**src/rtl/digitizer_buffer_controller_pkg.sv**
```systemverilog
// Shared state encoding and sizing helper for the
// digitizer sample buffer capture controller.
package digitizer_buffer_controller_pkg;

  typedef enum logic [2:0] {
    ST_IDLE,
    ST_PRETRIG,
    ST_ARMED,
    ST_POSTTRIG,
    ST_RD_WAIT,
    ST_RD_VALID,
    ST_FLUSH,
    ST_DONE
  } dbc_state_t;

  function automatic int bit_index(input int n);
    int r;
    r = 0;
    for (int i = 0; i < 31; i++)
      if (((n >> i) & 1) != 0) r = i;
    return r;
  endfunction

endpackage

```
**src/rtl/digitizer_buffer_controller_timer.sv**
```systemverilog
// Loadable down-counter that paces the wait between
// a buffer read pulse and the next valid sample.
module digitizer_latency_timer #(
  parameter int WIDTH = 2
)(
  input  logic             clk,
  input  logic             i_rst,
  input  logic             i_load,
  input  logic [WIDTH-1:0] i_value,
  output logic             o_zero
);

  logic [WIDTH-1:0] r_count;

  always_ff @(posedge clk) begin
    if (i_rst)
      r_count <= '0;
    else if (i_load)
      r_count <= i_value;
    else if (r_count != '0)
      r_count <= r_count - 1'b1;
  end

  assign o_zero = (r_count == '0);

endmodule

```
**src/rtl/digitizer_buffer_controller.sv**
```systemverilog
// Sequences one capture of the digitizer circular buffer:
// pre-fill, armed window, post-fill, paced readout, flush.
module digitizer_buffer_controller
  import digitizer_buffer_controller_pkg::*;
#(
  parameter int BUFFER_SIZE  = 512,
  parameter int READ_LATENCY = 3,
  localparam int CW = bit_index(BUFFER_SIZE) + 1
)(
  input  logic          CLK,
  input  logic          RESET,
  input  logic          CAPTURE_START,
  input  logic          CAPTURE_ABORT,
  input  logic          SAMPLE_TRIG,
  input  logic          TRIGGER_EVENT,
  input  logic [CW-1:0] PRETRIG_COUNT,
  input  logic [CW-1:0] POSTTRIG_COUNT,
  output logic          BUFFER_ENABLE,
  output logic          BUFFER_PRETRIG,
  output logic          BUFFER_TRIGGED,
  output logic          BUFFER_READ,
  input  logic          READ_NEXT,
  output logic          READ_VALID,
  output logic          READ_LAST,
  output logic          CAPTURE_BUSY,
  output logic          CAPTURE_DONE
);

  localparam int LW = bit_index(READ_LATENCY) + 1;
  localparam logic [CW-1:0] C_SIZE = CW'(BUFFER_SIZE);
  localparam logic [CW-1:0] C_MAXP = CW'(BUFFER_SIZE - 1);
  localparam logic [LW-1:0] C_LAT  = LW'(READ_LATENCY);

  dbc_state_t r_state;
  dbc_state_t w_nstate;

  logic [CW-1:0] r_p, r_q, r_t;
  logic [CW-1:0] r_cnt, r_rdcnt, r_diff;
  logic [CW-1:0] w_p, w_q, w_room;
  logic [CW-1:0] w_cnt_inc, w_rdcnt_next, w_diff_next;
  logic r_enable, r_pretrig, r_trigged, r_read;
  logic r_valid, r_last, r_busy, r_done;
  logic w_wr, w_fill, w_abort, w_pop, w_start;
  logic w_tmr_load, w_tmr_zero;

  always_comb begin
    w_p = PRETRIG_COUNT;
    if (PRETRIG_COUNT == '0)
      w_p = CW'(1);
    else if (PRETRIG_COUNT > C_MAXP)
      w_p = C_MAXP;
    w_room = C_SIZE - w_p;
    w_q = (POSTTRIG_COUNT > w_room) ? w_room : POSTTRIG_COUNT;
  end

  assign w_wr   = SAMPLE_TRIG & r_enable;
  assign w_fill = (r_state == ST_PRETRIG) ||
                  (r_state == ST_POSTTRIG);
  assign w_abort = CAPTURE_ABORT &&
                   (r_state inside {ST_PRETRIG, ST_ARMED,
                    ST_POSTTRIG, ST_RD_WAIT, ST_RD_VALID});
  assign w_start = (r_state == ST_IDLE) &&
                   CAPTURE_START && !CAPTURE_ABORT;
  assign w_pop = (r_state == ST_RD_VALID) &&
                 READ_NEXT && !CAPTURE_ABORT;

  assign w_cnt_inc    = r_cnt + 1'b1;
  assign w_rdcnt_next = r_rdcnt + CW'(w_pop);
  // diff is head minus tail; ARMED moves both so it holds
  assign w_diff_next  = r_diff + CW'(w_wr && w_fill)
                      - CW'(r_read);

  always_comb begin
    w_nstate = r_state;
    unique case (r_state)
      ST_IDLE:
        if (w_start) w_nstate = ST_PRETRIG;
      ST_PRETRIG:
        if (w_wr && w_cnt_inc == r_p)
          w_nstate = ST_ARMED;
      ST_ARMED:
        if (w_wr && TRIGGER_EVENT)
          w_nstate = (r_q == '0) ? ST_RD_WAIT : ST_POSTTRIG;
      ST_POSTTRIG:
        if (w_wr && w_cnt_inc == r_q)
          w_nstate = ST_RD_WAIT;
      ST_RD_WAIT:
        if (w_tmr_zero) w_nstate = ST_RD_VALID;
      ST_RD_VALID:
        if (w_pop)
          w_nstate = (w_rdcnt_next == r_t) ? ST_DONE
                                           : ST_RD_WAIT;
      ST_FLUSH:
        if (w_diff_next == '0) w_nstate = ST_DONE;
      ST_DONE:
        w_nstate = ST_IDLE;
      default:
        w_nstate = ST_IDLE;
    endcase
    if (w_abort) w_nstate = ST_FLUSH;
  end

  assign w_tmr_load = (w_nstate == ST_RD_WAIT) &&
                      (r_state != ST_RD_WAIT);

  digitizer_latency_timer #(
    .WIDTH (LW)
  ) u_timer (
    .clk     (CLK),
    .i_rst   (RESET),
    .i_load  (w_tmr_load),
    .i_value (C_LAT),
    .o_zero  (w_tmr_zero)
  );

  always_ff @(posedge CLK) begin
    if (RESET) begin
      r_state   <= ST_IDLE;
      r_p       <= '0;
      r_q       <= '0;
      r_t       <= '0;
      r_cnt     <= '0;
      r_rdcnt   <= '0;
      r_diff    <= '0;
      r_enable  <= 1'b0;
      r_pretrig <= 1'b0;
      r_trigged <= 1'b0;
      r_read    <= 1'b0;
      r_valid   <= 1'b0;
      r_last    <= 1'b0;
      r_busy    <= 1'b0;
      r_done    <= 1'b0;
    end else begin
      r_state   <= w_nstate;
      r_diff    <= w_diff_next;
      r_rdcnt   <= w_rdcnt_next;
      r_enable  <= w_nstate inside
                   {ST_PRETRIG, ST_ARMED, ST_POSTTRIG};
      r_pretrig <= (w_nstate == ST_PRETRIG);
      r_trigged <= (w_nstate == ST_POSTTRIG);
      r_read    <= w_pop || ((w_nstate == ST_FLUSH) &&
                             (w_diff_next != '0));
      r_valid   <= (w_nstate == ST_RD_VALID);
      r_last    <= (w_nstate == ST_RD_VALID) &&
                   (w_rdcnt_next == r_t - 1'b1);
      r_busy    <= (w_nstate != ST_IDLE);
      r_done    <= (w_nstate == ST_DONE);
      if (r_state == ST_ARMED)
        r_cnt <= '0;
      else if (w_wr && w_fill)
        r_cnt <= w_cnt_inc;
      if (w_start) begin
        r_p     <= w_p;
        r_q     <= w_q;
        r_t     <= w_p + w_q;
        r_cnt   <= '0;
        r_rdcnt <= '0;
      end
    end
  end

  assign BUFFER_ENABLE  = r_enable;
  assign BUFFER_PRETRIG = r_pretrig;
  assign BUFFER_TRIGGED = r_trigged;
  assign BUFFER_READ    = r_read;
  assign READ_VALID     = r_valid;
  assign READ_LAST      = r_last;
  assign CAPTURE_BUSY   = r_busy;
  assign CAPTURE_DONE   = r_done;

endmodule

```
**config.mk**
```make
export PLATFORM = sky130hd
export DESIGN_NAME = digitizer_buffer_controller
export DESIGN_NICKNAME = d
export VERILOG_FILES = /design/src/rtl/digitizer_buffer_controller_pkg.sv /design/src/rtl/digitizer_buffer_controller_timer.sv /design/src/rtl/digitizer_buffer_controller.sv
export SDC_FILE = /design/constraint.sdc
export NUM_CORES = 1
export LEC_CHECK = 0
export CORE_ASPECT_RATIO = 1.4
export CORE_MARGIN = 2
export CORE_UTILIZATION = 40
export DETAILED_ROUTE_END_ITERATION = 16
export GPL_ROUTABILITY_DRIVEN = 0
export PLACE_DENSITY = 0.67
export REMOVE_ABC_BUFFERS = 1
export SLEW_MARGIN = 20
export SYNTH_ARGS = -nofsm -noshare
export SYNTH_HDL_FRONTEND = slang
export SYNTH_SLANG_ARGS = --single-unit
```
**constraint.sdc**
```tcl
create_clock -name CLK -period 13.35 [get_ports CLK]
set_input_delay 2.67 -clock CLK [delete_from_list [all_inputs] [get_ports CLK]]
set_output_delay 2.67 -clock CLK [all_outputs]
set_load 0.02 [all_outputs]
```
==> summary.json, run 1 <==
{
  "run_status": {"value": "finished, final reports clean"},
  "finalSetupTns": {"value": 0, "unit": "ns"},
  "floorplan.die.height": {"value": 140, "unit": "um"},
  "worst_hold_path_type": {"value": "flop to flop"},
  "postCtsSetupBuffers": {"value": 0},
  "avgRoutedWirePerCell": {"value": 15.0, "unit": "um"},
  "dpl.cell_count": {"value": 823},
  "netlist-cell-type-count": {"value": 74},
  "synthesis.area": {"value": 5260, "unit": "um2"},
  "crit_family": {"value": "compound AO/OA/AOI/OAI gates"},
  "yosys_most_used_dff": {"value": "sky130_fd_sc_hd__dfxtp_1"},
  "detail-route-antenna-nets": {"value": 0},
  "drv_slew": {"value": 0},
  "timing.critical_path.mode_cell": {"value": "sky130_fd_sc_hd__a21oi_1"},
  "maxCapViolations": {"value": 0},
  "worst_path_class_setup": {"value": "input pin to flop"},
  "cellPowerDensity": {"value": 150, "unit": "nW/um2"},
  "multiInputGateArea": {"value": 3480, "unit": "um2"},
  "core_area": {"value": 12800, "unit": "um2"},
  "insertedDiodeCount": {"value": 0},
  "fin_skew": {"value": 0.00814, "unit": "ns"},
  "wire_length_of_the_first_global_routing_pass": {"value": 21100, "unit": "um"},
  "place.detailed.hpwl": {"value": 9670, "unit": "um"},
  "synth_edf_count": {"value": 0},
  "number_of_fillers_in_the_final_layout": {"value": 1265},
  "synth_compound_area_share": {"value": 17.6, "unit": "%"},
  "clock_latency": {"value": 0.34, "unit": "ns"},
  "io-pin-count": {"value": 35},
  "cts.path.max_buffers": {"value": 2},
  "synth_top_cells_by_area": {"value": "sky130_fd_sc_hd__dfxtp_1, sky130_fd_sc_hd__ha_1, sky130_fd_sc_hd__xnor2_1"},
  "totalWireLength": {"value": 12600, "unit": "um"},
  "timing.hold.ws": {"value": 0.483, "unit": "ns"},
  "overflow": {"value": 0},
  "cts.sinks": {"value": 73},
  "number_of_antenna_violations_at_the_first_check_in_global_routing": {"value": 0},
  "synth.yosys.seq_area_share": {"value": 27.8, "unit": "%"},
  "grt_setup_unrepaired": {"value": "no"},
  "first_iter_violations": {"value": 276},
  "total_leakage_power": {"value": 2.29, "unit": "nW"},
  "crit_chain": {"value": "clkdlybuf4s50_1 -> a211o_1 -> inv_1 -> ha_1 -> nand3_1 -> nor3_1 -> xnor2_1 -> ha_1 -> a21o_1 -> a221oi_1 -> a22o_1 -> a21oi_1 -> ha_1 -> fa_1 -> a21o_1 -> a21oi_1 -> o21bai_1 -> a21oi_1 -> o21bai_1 -> a21oi_1 -> or4_1 -> nand3_1"},
  "hold_violations": {"value": 0},
  "post_synthesis_share_of_cell_area_spent_on_and_or_nand_and_nor_gates": {"value": 25.4, "unit": "%"},
  "synth-xor-area-share": {"value": 13.1, "unit": "%"},
  "detailed_route_via_count": {"value": 4703},
  "yosysTopAreaCell": {"value": "sky130_fd_sc_hd__dfxtp_1"},
  "cts.reportedPaths.clkPinSlew": {"value": 0.05, "unit": "ns"},
  "ctsRootBufferMaster": {"value": "sky130_fd_sc_hd__clkbuf_16"},
  "initial_utilization": {"value": 41.0, "unit": "%"},
  "synth_top_family_by_area": {"value": "simple AND/OR/NAND/NOR gates"},
  "asyncSetResetFlopFracSynth": {"value": 0, "unit": "%"},
  "setup_viol": {"value": 0},
  "irDropWorstVdd": {"value": 0.0574, "unit": "mV"},
  "final.setup.worst_slack": {"value": 5.74, "unit": "ns"},
  "yosys-mux-area-fraction": {"value": 0.810, "unit": "%"},
  "place_worst_setup_slack": {"value": 5.45, "unit": "ns"},
  "drt_pre_antenna_iters": {"value": 5},
  "cp_data_required_time": {"value": 13.57, "unit": "ns"},
  "drcViolationCount": {"value": 0},
  "first_global_vias": {"value": 4527},
  "htreeDepth": {"value": 3},
  "cts_resized": {"value": 0},
  "die_area": {"value": 14100, "unit": "um2"},
  "ys_warn_count": {"value": 0},
  "layout.area.seq": {"value": 1460, "unit": "um2"},
  "placement_rows": {"value": 49},
  "ys_seq_elements": {"value": 73},
  "category_of_the_worst_setup_path_launch_point": {"value": "input pin"},
  "drive_gt1_share": {"value": 5.83, "unit": "%"},
  "critical_path_peak_fanout": {"value": 20},
  "worstPathArrival": {"value": 7.83, "unit": "ns"},
  "crit_path_end_kind": {"value": "flop"},
  "layout.nets": {"value": 745},
  "max_freq": {"value": 131, "unit": "MHz"},
  "cp_slowest_cell": {"value": "sky130_fd_sc_hd__clkdlybuf4s50_1"},
  "post_synth.cell_area_avg": {"value": 7.91, "unit": "um2"},
  "worst_slew_pin_slew": {"value": 1.04, "unit": "ns"},
  "synth-adder-area-share": {"value": 9.10, "unit": "%"},
  "clock_tree_from_tritoncts": {"value": "yes"},
  "cts-hold-fix-buffers": {"value": 0},
  "relSlewSlack": {"value": 30.7, "unit": "%"},
  "final_period_minus_worst_setup_slack": {"value": 7.61, "unit": "ns"},
  "finish.cell_count_without_fillers": {"value": 839},
  "flow.area_growth_from_synthesis": {"value": 12.7, "unit": "%"},
  "yosysTopAreaCellShare": {"value": 27.8, "unit": "%"},
  "worst-path-buf-inv": {"value": 2},
  "min_period_over_period": {"value": 57.0, "unit": "%"},
  "track_usage": {"value": 18.6, "unit": "%"},
  "io_buffers": {"value": 34},
  "floorplan.die.width": {"value": 101, "unit": "um"},
  "numCtsBuffers": {"value": 9},
  "syn-instance-count": {"value": 664},
  "slowest_delay": {"value": 0.55, "unit": "ns"},
  "route.detailed.vias_per_inst": {"value": 5.61},
  "grt_start_max_net_pins": {"value": 46}
}
## per-layer routing
| metal | routed length, um | track usage, % | vias to the layer above |
|---|---|---|---|
| li1 | - | - | 2358 |
| met1 | 5370 | 21.8 | 2212 |
| met2 | 6340 | 32.0 | 105 |
| met3 | 433 | 4.07 | 28 |
| met4 | 436 | 8.44 | 0 |
| met5 | 0 | 0 | - |
## sequential cells by signal (all words and copies together) (netlist names), 2 cells and up
signal,cells
u_timer.r_count,2
r_t,10
r_q,10
r_state,3
r_cnt,10
r_rdcnt,10
r_p,10
r_diff,10
## area by class of cell
class                   count  area share (%)
repair buffers             35            5.87
inverters                  46            2.91
well taps                 153            3.23
clock inverters             3           0.253
flip-flops and latches     73            24.7
multi-input cells         516            58.7
clock buffers              13            4.39
## worst register-to-register path: cells and delay by family (launching register included)
family,cells,cell delay (ns)
xor gates and xnor gates,1,0.13
and+or+nand+nor,5,1.11
AOI/OAI and AO/OA,4,1.47
buffers and inverters,2,0.26
adders and majority gates,2,0.47
DFF,1,0.58
## placed cells by master (no fill, tap or decap), types with 8 or more instances in the layout
cell,synthesis,final
sky130_fd_sc_hd__nand4_1,13,13
sky130_fd_sc_hd__xor2_1,25,25
sky130_fd_sc_hd__a21oi_1,40,40
sky130_fd_sc_hd__nor4_1,8,8
sky130_fd_sc_hd__clkbuf_16,0,9
sky130_fd_sc_hd__inv_1,46,46
sky130_fd_sc_hd__o21ai_0,21,21
sky130_fd_sc_hd__nand2_1,71,71
sky130_fd_sc_hd__ha_1,35,35
sky130_fd_sc_hd__dfxtp_1,73,73
sky130_fd_sc_hd__a21o_1,8,8
sky130_fd_sc_hd__nand3_1,21,21
sky130_fd_sc_hd__clkdlybuf4s50_1,0,34
sky130_fd_sc_hd__xnor2_1,46,46
sky130_fd_sc_hd__nor2_1,80,80
sky130_fd_sc_hd__a211oi_1,14,14
sky130_fd_sc_hd__nor3_1,23,23
## report_power, final
group	internal [mW]	switching [mW]
Combinational	0.169	0.213
Sequential	0.250	0.0283
Clock	0.135	0.0910
Total	0.554	0.333
## cells by family (layout without fill, tap and decap cells)
kind of cell             Yosys count  count (layout)
adder cells (fa/ha/maj)           37              37
multiplexers                       4               4
buffers and inverters             75              97
AO/OA/AOI/OAI                    132             132
other                              1               1
AND/OR/NAND/NOR                  268             268
flip-flops                        73              73
XOR/XNOR                          74              74
## path summary, 6_finish.rpt
| path | cells after the start | slack (ns) | from | end |
|---|---|---|---|---|
| max reg2reg | 14 | 9.19 | r_state[0] | READ_LAST |
| min | 2 | 0.48 | r_q[4] | r_q[4] |
| min reg2reg | 2 | 0.48 | r_q[4] | r_q[4] |
| max | 22 | 5.74 | PRETRIG_COUNT[9] | r_t[8] |
## per-stage QoR
step	instance area [um2]	total power [mW]	utilization (%)
after floorplan	5110	0.568	-
after global placement	5650	0.650	44.1
after detailed placement	5650	0.662	44.1
after CTS	5920	0.890	46.2
after global routing	5920	0.952	46.2
final	5920	0.886	46.2
## cell usage after synthesis (all sizes together) (3+ instances only)
cell type / number
nor2: 80
o21bai: 4
nand2: 71
inv: 46
nand3b: 3
nor2b: 7
o22ai: 5
o21ai: 21
nand4: 13
o2111ai: 3
a31o: 3
and3: 9
nand3: 23
clkbuf: 22
or4: 8
xor2: 25
a21o: 9
dfxtp: 73
a211oi: 14
ha: 35
buf: 7
nor3: 23
a31oi: 4
nand2b: 3
nor4: 8
o211ai: 5
xnor2: 46
or3: 6
xnor3: 3
a21oi: 40
Note: power is estimated with default switching activity, not from simulation.
==> inputs of run 2 (changes only) <==
--- a/config.mk
+++ b/config.mk
@@ -10,7 +10,7 @@
 export CORE_UTILIZATION = 40
 export DETAILED_ROUTE_END_ITERATION = 16
 export GPL_ROUTABILITY_DRIVEN = 0
-export PLACE_DENSITY = 0.67
+export PLACE_DENSITY = 0.69
 export REMOVE_ABC_BUFFERS = 1
 export SLEW_MARGIN = 20
 export SYNTH_ARGS = -nofsm -noshare
==> constraint.sdc (replaced) <==
create_clock -name CLK -period 6.22 [get_ports CLK]
set_input_delay 1.244 -clock CLK [delete_from_list [all_inputs] [get_ports CLK]]
set_output_delay 1.244 -clock CLK [all_outputs]
set_load 0.02 [all_outputs]
==> summary.json, run 2 (same netlist as run 1, synthesis figures left out) <==
{
  "run_status": {"value": "finished, final reports clean", "change": "unchanged"},
  "htreeDepth": {"value": 3, "change": "unchanged"},
  "hold_violations": {"value": 0, "change": "unchanged"},
  "cts.path.max_buffers": {"value": 2, "change": "unchanged"},
  "sequential_share_of_power": {"value": 30.8, "unit": "%", "change": "was 31.4%"},
  "route.detailed.vias_per_inst": {"value": 5.64, "change": "was 5.61"},
  "cp_slowest_cell": {"value": "sky130_fd_sc_hd__clkdlybuf4s50_1", "change": "unchanged"},
  "drv_slew": {"value": 0, "change": "unchanged"},
  "cts_resized": {"value": 0, "change": "unchanged"},
  "critical_path_peak_fanout": {"value": 9, "change": "was 20"},
  "cts.reportedPaths.clkPinSlew": {"value": 0.05, "unit": "ns", "change": "about the same"},
  "timing.hold.ws": {"value": 0.485, "unit": "ns", "change": "was 0.483 ns"},
  "most_common_cell_after_layout_fill_and_taps_aside": {"value": "sky130_fd_sc_hd__nor2_1", "change": "unchanged"},
  "cts.sinks": {"value": 73, "change": "unchanged"},
  "initial_utilization": {"value": 41.0, "unit": "%", "change": "unchanged"},
  "floorplan.die.width": {"value": 101, "unit": "um", "change": "unchanged"},
  "top_layer": {"value": "met4", "change": "unchanged"},
  "avgRoutedWirePerCell": {"value": 14.9, "unit": "um", "change": "was 15.0 um"},
  "fin_skew": {"value": 0.00566, "unit": "ns", "change": "was 0.00814 ns"},
  "grt_setup_unrepaired": {"value": "no", "change": "unchanged"},
  "met2RoutedLength": {"value": 6360, "unit": "um", "change": "was 6340 um"},
  "floorplan.die.height": {"value": 140, "unit": "um", "change": "unchanged"},
  "relSlewSlack": {"value": 28.6, "unit": "%", "change": "was 30.7%"},
  "max_freq": {"value": 169, "unit": "MHz"},
  "slowest_delay": {"value": 0.51, "unit": "ns", "change": "was 0.55 ns"},
  "first_global_vias": {"value": 4556, "change": "was 4527"},
  "worst_hold_path_type": {"value": "flop to flop", "change": "unchanged"},
  "first_iter_violations": {"value": 274, "change": "was 276"},
  "combinationalPowerShare": {"value": 42.8, "unit": "%", "change": "was 43.1%"},
  "ff2ff_setup_slack": {"value": 2.10, "unit": "ns", "change": "was 9.19 ns"},
  "io_buffers": {"value": 34, "change": "unchanged"},
  "wire_length_of_the_first_global_routing_pass": {"value": 20900, "unit": "um", "change": "was 21100 um"},
  "postCtsSetupBuffers": {"value": 0, "change": "unchanged"},
  "detail-route-antenna-nets": {"value": 0, "change": "unchanged"},
  "final.setup.worst_slack": {"value": 0.315, "unit": "ns", "change": "was 5.74 ns"},
  "clock_tree_from_tritoncts": {"value": "yes", "change": "unchanged"},
  "stdcell_area": {"value": 6000, "unit": "um2", "change": "was 5920 um2"},
  "p_sw": {"value": 706, "unit": "uW", "change": "was 333 uW"},
  "total_leakage_power": {"value": 2.32, "unit": "nW", "change": "was 2.29 nW"},
  "total_power": {"value": 1.94, "unit": "mW", "change": "was 886 uW"},
  "drcViolationCount": {"value": 0, "change": "unchanged"},
  "grt_start_max_net_pins": {"value": 46, "change": "unchanged"},
  "place.detailed.hpwl": {"value": 9650, "unit": "um", "change": "was 9670 um"},
  "detailed_route_via_count": {"value": 4758, "change": "was 4703"},
  "final_period_minus_worst_setup_slack": {"value": 5.90, "unit": "ns"},
  "maxCapViolations": {"value": 0, "change": "unchanged"},
  "irDropWorstVdd": {"value": 0.146, "unit": "mV", "change": "was 0.0574 mV"},
  "crit_path_end_kind": {"value": "flop", "change": "unchanged"},
  "cts-hold-fix-buffers": {"value": 0, "change": "unchanged"},
  "setup_viol": {"value": 0, "change": "unchanged"},
  "clock_latency": {"value": 0.33, "unit": "ns", "change": "was 0.34 ns"},
  "min_delay_path_depth": {"value": 2, "change": "unchanged"},
  "totalWireLength": {"value": 12600, "unit": "um", "change": "about the same"},
  "core_area": {"value": 12800, "unit": "um2", "change": "unchanged"},
  "worst_path_class_setup": {"value": "input pin to flop", "change": "unchanged"},
  "finish.utilization": {"value": 46.8, "unit": "%", "change": "was 46.2%"},
  "ctsRootBufferMaster": {"value": "sky130_fd_sc_hd__clkbuf_16", "change": "unchanged"},
  "cellPowerDensity": {"value": 323, "unit": "nW/um2", "change": "was 150 nW/um2"},
  "placement_rows": {"value": 49, "change": "unchanged"},
  "worst_slew_pin_slew": {"value": 1.07, "unit": "ns", "change": "was 1.04 ns"},
  "r2r_cells": {"value": 14, "change": "unchanged"},
  "place_area": {"value": 5690, "unit": "um2", "change": "was 5650 um2"},
  "power.switching_fraction": {"value": 36.4, "unit": "%", "change": "was 37.5%"},
  "timing.critical_path.mode_cell": {"value": "sky130_fd_sc_hd__a21oi_1", "change": "unchanged"},
  "overflow": {"value": 0, "change": "unchanged"},
  "io-pin-count": {"value": 35, "change": "unchanged"},
  "cp.depth": {"value": 25, "change": "was 22"},
  "place_worst_setup_slack": {"value": -0.101, "unit": "ns", "change": "was 5.45 ns"},
  "worstPathArrival": {"value": 6.11, "unit": "ns", "change": "was 7.83 ns"},
  "category_of_the_worst_setup_path_launch_point": {"value": "input pin", "change": "unchanged"},
  "number_of_fillers_in_the_final_layout": {"value": 1239, "change": "was 1265"},
  "crit_family": {"value": "compound AO/OA/AOI/OAI gates", "change": "unchanged"},
  "wl_met1": {"value": 5310, "unit": "um", "change": "was 5370 um"},
  "track_usage": {"value": 18.2, "unit": "%", "change": "was 18.6%"},
  "drt_pre_antenna_iters": {"value": 5, "change": "unchanged"},
  "cp_data_required_time": {"value": 6.43, "unit": "ns", "change": "was 13.57 ns"},
  "p_int": {"value": 1.23, "unit": "mW", "change": "was 554 uW"},
  "met3RoutedLength": {"value": 468, "unit": "um", "change": "was 433 um"},
  "clkPwrFrac": {"value": 26.4, "unit": "%", "change": "was 25.5%"},
  "insertedDiodeCount": {"value": 0, "change": "unchanged"},
  "drive_gt1_share": {"value": 6.67, "unit": "%", "change": "was 5.83%"},
  "numCtsBuffers": {"value": 9, "change": "unchanged"},
  "flow.area_growth_from_synthesis": {"value": 14.1, "unit": "%", "change": "was 12.7%"},
  "worst-path-buf-inv": {"value": 2, "change": "unchanged"},
  "die_area": {"value": 14100, "unit": "um2", "change": "unchanged"},
  "number_of_antenna_violations_at_the_first_check_in_global_routing": {"value": 0, "change": "unchanged"},
  "layout.nets": {"value": 750, "change": "was 745"},
  "min_period_over_period": {"value": 94.9, "unit": "%"},
  "final_cell_mix": {"value": "sky130_fd_sc_hd__nor2_1, sky130_fd_sc_hd__dfxtp_1, sky130_fd_sc_hd__nand2_1", "change": "unchanged"}
}
run 2: cell count changes in the layout (fill, tap and decap cells not counted), sizes merged:
| cell | change |
|---|---|
| buf | +5 |
| bufinv | +1 |
| clkbuf | -1 |
| clkinv | -1 |
run 2: power groups by stage:
stage / clock, mW / combinational, mW / sequential [mW]
finish: 0.513 / 0.830 / 0.597
global route: 0.545 / 0.918 / 0.605
CTS: 0.525 / 0.825 / 0.597
detailed placement: 0 / 0.818 / 0.607
global placement: 0 / 0.795 / 0.604
floorplan: 0 / 0.619 / 0.600
run 2: per-stage QoR:
stage          cells  setup TNS, ns
4_1_cts          843              0
5_1_grt          843              0
6_report         843              0
3_3_place_gp     827              0
3_5_place_dp     828         -0.104
2_1_floorplan    635              0
run 2: path summary, 6_finish.rpt:
| kind | start | end |
|---|---|---|
| min reg2reg | r_q[7] | r_q[7] |
| min | r_q[7] | r_q[7] |
| max reg2reg | r_state[0] | READ_LAST |
| max | PRETRIG_COUNT[3] | r_t[8] |
run 2: area by class of cell:
cell class	count	area (um2)	area share [%]
multi-input combinational	516	3480	58.1
sequential	73	1460	24.4
timing repair buffer	40	393	6.55
clock buffer	12	256	4.28
tap	153	191	3.19
inverter	46	173	2.88
clock inverter	3	40.0	0.668
run 2: per-layer routing:
metal  vias up  GRT usage [%]
li1       2383              -
met1      2226           21.5
met3        26           2.31
met2       123           31.6
met5         -              0
met4         0           9.37
run 2: worst min-delay path, cell delays in order (launching register included):
cell and delay (ns):
sky130_fd_sc_hd__dfxtp_1 0.32, sky130_fd_sc_hd__nand2_1 0.06, sky130_fd_sc_hd__a21oi_1 0.05
